**config.mk**
```make
export PLATFORM = sky130hd
export DESIGN_NAME = pkt_src
export DESIGN_NICKNAME = d
export VERILOG_FILES = /design/src/rtl/pkt_src_pkg.sv /design/src/rtl/pkt_src_payload.sv /design/src/rtl/pkt_src.sv
export SDC_FILE = /design/constraint.sdc
export NUM_CORES = 2
export LEC_CHECK = 0
export ABC_AREA = 1
export BUFFER_PORTS_ARGS = -buffer_cell sky130_fd_sc_hd__clkbuf_2
export CAP_MARGIN = 10
export CORE_MARGIN = 1
export CORE_UTILIZATION = 35
export CTS_CLUSTER_SIZE = 10
export DETAILED_ROUTE_END_ITERATION = 10
export GPL_TIMING_DRIVEN = 0
export MAX_ROUTING_LAYER = met4
export PLACE_DENSITY = 0.56
export SYNTH_ARGS = -nofsm -noshare
export SYNTH_HDL_FRONTEND = slang
export SYNTH_SLANG_ARGS = --single-unit
```
**constraint.sdc**
```tcl
create_clock -name CLK -period 2.8 [get_ports CLK]
set_clock_uncertainty 0.2 [all_clocks]
set_input_delay 0 -clock CLK [delete_from_list [all_inputs] [get_ports CLK]]
set_output_delay 0 -clock CLK [all_outputs]
set_load 0.05 [all_outputs]
```
**src/rtl/pkt_src_pkg.sv**
```systemverilog
// Shared types and constants for the pkt_src packet source.
package pkt_src_pkg;

  localparam int unsigned WORD_W      = 64;
  localparam int unsigned HDR_CNT_MSB = 63;
  localparam int unsigned HDR_CNT_LSB = 56;
  localparam int unsigned HDR_IDX_W   = 3;

  // Fibonacci taps 64,63,61,60 expressed as bit positions 63,62,60,59
  localparam logic [WORD_W-1:0] LFSR_TAPS     = 64'hD800_0000_0000_0000;
  localparam logic [WORD_W-1:0] LFSR_SEED_XOR = 64'h0000_0000_0000_0001;

  typedef enum logic [1:0] {
    ST_IDLE = 2'd0,
    ST_HDR  = 2'd1,
    ST_PAY  = 2'd2
  } state_e;

  typedef struct packed {
    logic [WORD_W-1:0] data;
    logic              sof;
    logic              eof;
  } beat_t;

  // Index of the last header word: header count clamped to 1..num_hdr, minus one
  function automatic logic [HDR_IDX_W-1:0] hdr_last_idx(input logic [7:0] top,
                                                        input int unsigned num_hdr);
    logic [7:0] h;
    if (top == 8'd0)                h = 8'd1;
    else if (32'(top) > num_hdr)    h = 8'(num_hdr);
    else                            h = top;
    return HDR_IDX_W'(h - 8'd1);
  endfunction

  function automatic logic [WORD_W-1:0] lfsr_step(input logic [WORD_W-1:0] s);
    return {s[WORD_W-2:0], ^(s & LFSR_TAPS)};
  endfunction

endpackage

```
**src/rtl/pkt_src_payload.sv**
```systemverilog
// Payload word generator: incrementing counter, or an LFSR when PKT_SRC_LFSR_EN is defined.
module pkt_src_payload
  import pkt_src_pkg::*;
#(
  parameter int unsigned Width = 64
) (
  input  logic             CLK,
  input  logic             RST_N,
  input  logic             load,
  input  logic [Width-1:0] seed,
  input  logic             adv,
  output logic [Width-1:0] value,
  output logic [Width-1:0] value_nxt_c
);

`ifdef PKT_SRC_LFSR_EN
  assign value_nxt_c = lfsr_step(value);

  always_ff @(posedge CLK) begin
    if (!RST_N)    value <= '0;
    else if (load) value <= seed ^ LFSR_SEED_XOR;
    else if (adv)  value <= value_nxt_c;
  end
`else
  logic unused_seed;
  assign unused_seed = ^seed;
  assign value_nxt_c = value + Width'(1);

  always_ff @(posedge CLK) begin
    if (!RST_N)    value <= '0;
    else if (load) value <= '0;
    else if (adv)  value <= value_nxt_c;
  end
`endif

endmodule

```
**src/rtl/pkt_src.sv**
```systemverilog
// Packet source: streams a latched route header then LEN payload words under backpressure.
// Payload source selected by PKT_SRC_LFSR_EN (counter when undefined).
module pkt_src
  import pkt_src_pkg::*;
#(
  parameter int unsigned NumHdr = 8,
  parameter int unsigned Width  = 64
) (
  input  logic                          CLK,
  input  logic                          RST_N,
  input  logic                          GO,
  input  logic [NumHdr-1:0][WORD_W-1:0] DEST,
  input  logic [WORD_W-1:0]             LEN,
  output logic [Width-1:0]              Q,
  output logic                          Q_VALID,
  input  logic                          Q_BP,
  output logic                          Q_SOF,
  output logic                          Q_EOF,
  output logic                          BUSY,
  output logic                          DONE
);

  state_e                          state_q, state_nxt_c;
  logic [NumHdr-1:0][WORD_W-1:0]   dest_q;
  logic [WORD_W-1:0]               len_q;
  logic [HDR_IDX_W-1:0]            hdr_idx_q, hdr_last_q, hdr_last_in_c;
  logic [WORD_W-1:0]               pay_idx_q;
  beat_t                           beat_q, beat_nxt_c;
  logic                            valid_q, valid_nxt_c;
  logic                            done_q, done_nxt_c;
  logic                            busy_q;
  logic                            xfer_c, hdr_end_c, pay_end_c;
  logic                            pay_load_c, pay_adv_c;
  logic [Width-1:0]                pay_value, pay_nxt_c;

  assign xfer_c        = valid_q & ~Q_BP;
  assign hdr_last_in_c = hdr_last_idx(DEST[0][HDR_CNT_MSB:HDR_CNT_LSB], NumHdr);
  assign hdr_end_c     = (state_q == ST_HDR) && xfer_c && (hdr_idx_q == hdr_last_q);
  assign pay_end_c     = (state_q == ST_PAY) && xfer_c && (pay_idx_q == len_q - 64'd1);

  pkt_src_payload #(.Width(Width)) u_payload (
    .CLK         (CLK),
    .RST_N       (RST_N),
    .load        (pay_load_c),
    .seed        (DEST[0]),
    .adv         (pay_adv_c),
    .value       (pay_value),
    .value_nxt_c (pay_nxt_c)
  );

  always_ff @(posedge CLK) begin
    if (!RST_N) state_q <= ST_IDLE;
    else        state_q <= state_nxt_c;
  end

  always_comb begin
    state_nxt_c = state_q;
    case (state_q)
      ST_IDLE: if (GO)        state_nxt_c = ST_HDR;
      ST_HDR:  if (hdr_end_c) state_nxt_c = (len_q == 64'd0) ? ST_IDLE : ST_PAY;
      ST_PAY:  if (pay_end_c) state_nxt_c = ST_IDLE;
      default:                state_nxt_c = ST_IDLE;
    endcase
  end

  // Next output beat; everything holds while the current word is stalled
  always_comb begin
    beat_nxt_c  = beat_q;
    valid_nxt_c = valid_q;
    done_nxt_c  = 1'b0;
    pay_load_c  = 1'b0;
    pay_adv_c   = 1'b0;
    case (state_q)
      ST_IDLE: begin
        if (GO) begin
          beat_nxt_c.data = DEST[0];
          beat_nxt_c.sof  = 1'b1;
          beat_nxt_c.eof  = (hdr_last_in_c == '0) && (LEN == 64'd0);
          valid_nxt_c     = 1'b1;
          pay_load_c      = 1'b1;
        end
      end
      ST_HDR: begin
        if (xfer_c) begin
          if (hdr_idx_q == hdr_last_q) begin
            if (len_q == 64'd0) begin
              beat_nxt_c  = '0;
              valid_nxt_c = 1'b0;
              done_nxt_c  = 1'b1;
            end else begin
              beat_nxt_c.data = pay_value;
              beat_nxt_c.sof  = 1'b0;
              beat_nxt_c.eof  = (len_q == 64'd1);
            end
          end else begin
            beat_nxt_c.data = dest_q[HDR_IDX_W'(hdr_idx_q + 3'd1)];
            beat_nxt_c.sof  = 1'b0;
            beat_nxt_c.eof  = (HDR_IDX_W'(hdr_idx_q + 3'd1) == hdr_last_q) && (len_q == 64'd0);
          end
        end
      end
      ST_PAY: begin
        if (xfer_c) begin
          pay_adv_c = 1'b1;
          if (pay_idx_q == len_q - 64'd1) begin
            beat_nxt_c  = '0;
            valid_nxt_c = 1'b0;
            done_nxt_c  = 1'b1;
          end else begin
            beat_nxt_c.data = pay_nxt_c;
            beat_nxt_c.sof  = 1'b0;
            beat_nxt_c.eof  = ((pay_idx_q + 64'd1) == (len_q - 64'd1));
          end
        end
      end
      default: begin
        beat_nxt_c  = '0;
        valid_nxt_c = 1'b0;
      end
    endcase
  end

  always_ff @(posedge CLK) begin
    if (!RST_N) begin
      beat_q     <= '0;
      valid_q    <= 1'b0;
      done_q     <= 1'b0;
      busy_q     <= 1'b0;
      dest_q     <= '0;
      len_q      <= '0;
      hdr_last_q <= '0;
      hdr_idx_q  <= '0;
      pay_idx_q  <= '0;
    end else begin
      beat_q  <= beat_nxt_c;
      valid_q <= valid_nxt_c;
      done_q  <= done_nxt_c;
      busy_q  <= (state_nxt_c != ST_IDLE);
      if ((state_q == ST_IDLE) && GO) begin
        dest_q     <= DEST;
        len_q      <= LEN;
        hdr_last_q <= hdr_last_in_c;
        hdr_idx_q  <= '0;
        pay_idx_q  <= '0;
      end
      if ((state_q == ST_HDR) && xfer_c && !hdr_end_c) hdr_idx_q <= HDR_IDX_W'(hdr_idx_q + 3'd1);
      if ((state_q == ST_PAY) && xfer_c)               pay_idx_q <= pay_idx_q + 64'd1;
    end
  end

  assign Q       = beat_q.data;
  assign Q_SOF   = beat_q.sof;
  assign Q_EOF   = beat_q.eof;
  assign Q_VALID = valid_q;
  assign BUSY    = busy_q;
  assign DONE    = done_q;

endmodule

```
==> metrics.cfg <==
[place]
place_congestion = 1.05
port_buffers = 647
dpl_cell_area_um2 = 46800
place_inst = 8741
dpl.hpwl_mm = 196

[routing]
drt_first_iter_violations = 5538
route.vias.total = 55826
drtPass1Iterations = 8
drc = 0
postRouteAntennaNets = 0
drt_wl_total_mm = 268
wire_per_inst_um = 26.6
vias_per_cell = 5.54

[timing]
layout_setup_ws_ps = -744
maxSlewViolCount = 0
max_slew_margin = 0.164
worstMarginPinSlew_ps = 1250
max_freq_mhz = 282
setup_viol = 78
final.min_clock_period_ps = 3540
hold_ws_ps = 38.9
timing_hold_violations_final = 0
fin_crit_sh = 1.27
rsz0062_at_grt = yes

[cts]
h-tree-depth = 3
numCtsBuffers = 96
clockBufferDepth = 3
path_clk_slew_ps = 60
cts_tree = yes
clockRootBuffer = clkbuf_16
cts.sinks = 781
clock_latency_ps = 730

[setup_path]
cpMostUsedCell = o22ai_1
worstPathArrival_ps = 3950
slowest_stage = o21ai_1
crit_buf_inv = 3
cp-start-kind = register
path_class = reg -> reg
cp_slowest_stage_delay_ps = 610
crit_family = compound AO/OA/AOI/OAI gates
rr_worst_depth = 11
reg2reg_from = hdr_idx_q[0]
worstPathCellList = buf_8 -> clkbuf_4 -> buf_1 -> nand2_1 -> nand3_1 -> o21ai_0 -> o21ai_1 -> o22ai_1 -> o22ai_1 -> o21ai_2 -> a21oi_1
crit_required_ps = 3210
timing.rr.end = Q[15]
cp_max_fo = 10
cp-end-kind = register
reg2reg_setup_slack_ps = -740

[finish]
nets = 9036
final_cells = 10070
fill_cells = 11380
final_area_um2 = 63500
layout_commonest_cell = nand2_1
drive_gt1_frac = 0.169
fin_util = 0.539
synthToLayoutAreaGrowth_pct = 52.6
final_cell_mix = nand2_1, dlygate4sd3_1, nor2_1

[synth]
synthAdderAreaFrac = 0.00331
synth_simple_gate_area_frac = 0.291
synth.yosys.seq_area_share = 0.376
synthXorXnorAreaFrac = 0.0299
syn_area_um2 = 41600
ys_types = 47
synth_ff_type = dfxtp_1
synth_cells = 6554
synth_top_family_by_area = simple AND/OR/NAND/NOR gates
synth_compound_area_frac = 0.208
synth_edf_count = 0
ys_warn_count = 0
async_flop_share = 0
yosys.area.top_type = dfxtp_1
avgSynthCellArea_um2 = 6.35
synthMuxAreaShare = 0
syn-num-nets = 7145
synth-seq-cells = 781
yosys-top-cells-area = dfxtp_1, nand2_1, o21ai_0
yosysTopAreaCellShare = 0.376

[hold_path]
hold_depth = 4
min_from = DEST[230]
hold_path_class = in -> reg
min_to = dest_q[230]

[run_status]
violations = negative setup slack
outcome = finished, violations left

[floorplanning]
fp-row-count = 126
core_um2 = 118000
die_width_um = 347
chipHeight_um = 347
dieArea_um2 = 120000
start_util = 0.353
ioPinCount = 649

[global_route]
grt_pass1_vias = 54328
antenna_found_initial = 59
groute.usage.overall = 0.444
grt_pass1_wl_mm = 376
grt_max_degree = 16
overflow = 0

[power]
power_w = 0.0350
ir_drop_v = 0.000507
power.leakage_nw = 26.9
powerDensity_nw_per_um2 = 552

[job]
max-cap-violations = 0

[Yosys cell counts (16+ instances only)]
cell      number
nor4_1        20
xor2_1       110
buf_1         16
nand2_1     1337
clkbuf_1     351
nor2_1      1121
dfxtp_1      781
xnor2_1       27
nand3_1      295
nand4_1       70
a21oi_1      424
o21ai_1       55
o22ai_1      178
o211ai_1      34
nor3_1        54
o21ai_0      933
inv_1        606
[per-stage QoR]
step                      worst slack (ps)  TNS, ps
after floorplan                       79.4        0
after global placement               -2860  -769070
after detailed placement             -2890  -746920
after CTS                             -624   -48060
after global routing                  -838   -54360
final                                 -744   -45620
[tightest hold or removal path: cells and delay by family]
kind            cells  cell delay [ps]
compound gates      2              300
buf+inv             2              630
[layout make-up]
cell class                 instances  area, um2  share of cell area
antenna                           46        115             0.00181
tap                             1536       1920              0.0303
clock buffer                     119       2570              0.0405
clock inverter                    22        378             0.00595
timing repair buffer            1799      14700               0.232
inverter                         622       2370              0.0373
sequential                       781      15700               0.247
multi-input combinational       4769      23900               0.377
buffer                           376       1790              0.0282
[worst max path at each step]
stage | slack (ps) | from | cells past startpoint | to
final | -740 | hdr_idx_q[0] | 11 | Q[15]
after global routing | -840 | len_q[0] | 22 | Q[1]
after CTS | -620 | len_q[1] | 22 | Q[22]
after detailed placement | -2890 | hdr_idx_q[0] | 13 | Q[58]
after global placement | -2860 | hdr_idx_q[0] | 13 | Q[58]
after floorplan | 80 | len_q[0] | 21 | Q[20]
[metal layers]
| layer | track usage | vias to the layer above | wire [um] |
|---|---|---|---|
| met1 | 0.504 | 26430 | 102000 |
| met2 | 0.704 | 3194 | 123000 |
| li1 | - | 25217 | - |
| met4 | 0.312 | 0 | 22600 |
| met3 | 0.0853 | 985 | 20700 |
| met5 | - | - | 0 |
[power by group]
group	leakage (nW)	total (W)	switching, W	internal (W)
Combinational	19.1	0.00981	0.00641	0.00340
Clock	1.43	0.0124	0.00540	0.00700
Sequential	6.46	0.0128	0.000733	0.0121
Total	26.9	0.0350	0.0125	0.0225
[repair_timing]
item | in CTS | in global routing
setup buffers | 65 | 24
hold buffers | 1055 | 0
pin swaps | 64 | 53
hold endpoints to repair | 660 | 0
gates resized for setup | 533 | 268
cloned | 0 | 1
endpoints found under the setup margin | 780 | 610
[logic make-up (layout without fill, tap and decap cells)]
family / count (synthesis) / in the layout
other: 0 / 46
AO/OA/AOI/OAI: 1653 / 1653
flip-flops: 781 / 781
XOR/XNOR: 139 / 139
adder cells (fa/ha/maj): 11 / 11
buffers and inverters: 1004 / 2938
AND/OR/NAND/NOR: 2966 / 2966
[registers in the layout (all words and copies together) (netlist names)]
register         cells
dest_q             512
hdr_last_q           3
Q_EOF                1
Q                   64
BUSY                 1
pay_idx_q           64
Q_VALID              1
hdr_idx_q            3
len_q               64
u_payload.value     64
DONE                 1
state_q              2
Q_SOF                1
Power figures use the tool's default switching activity.
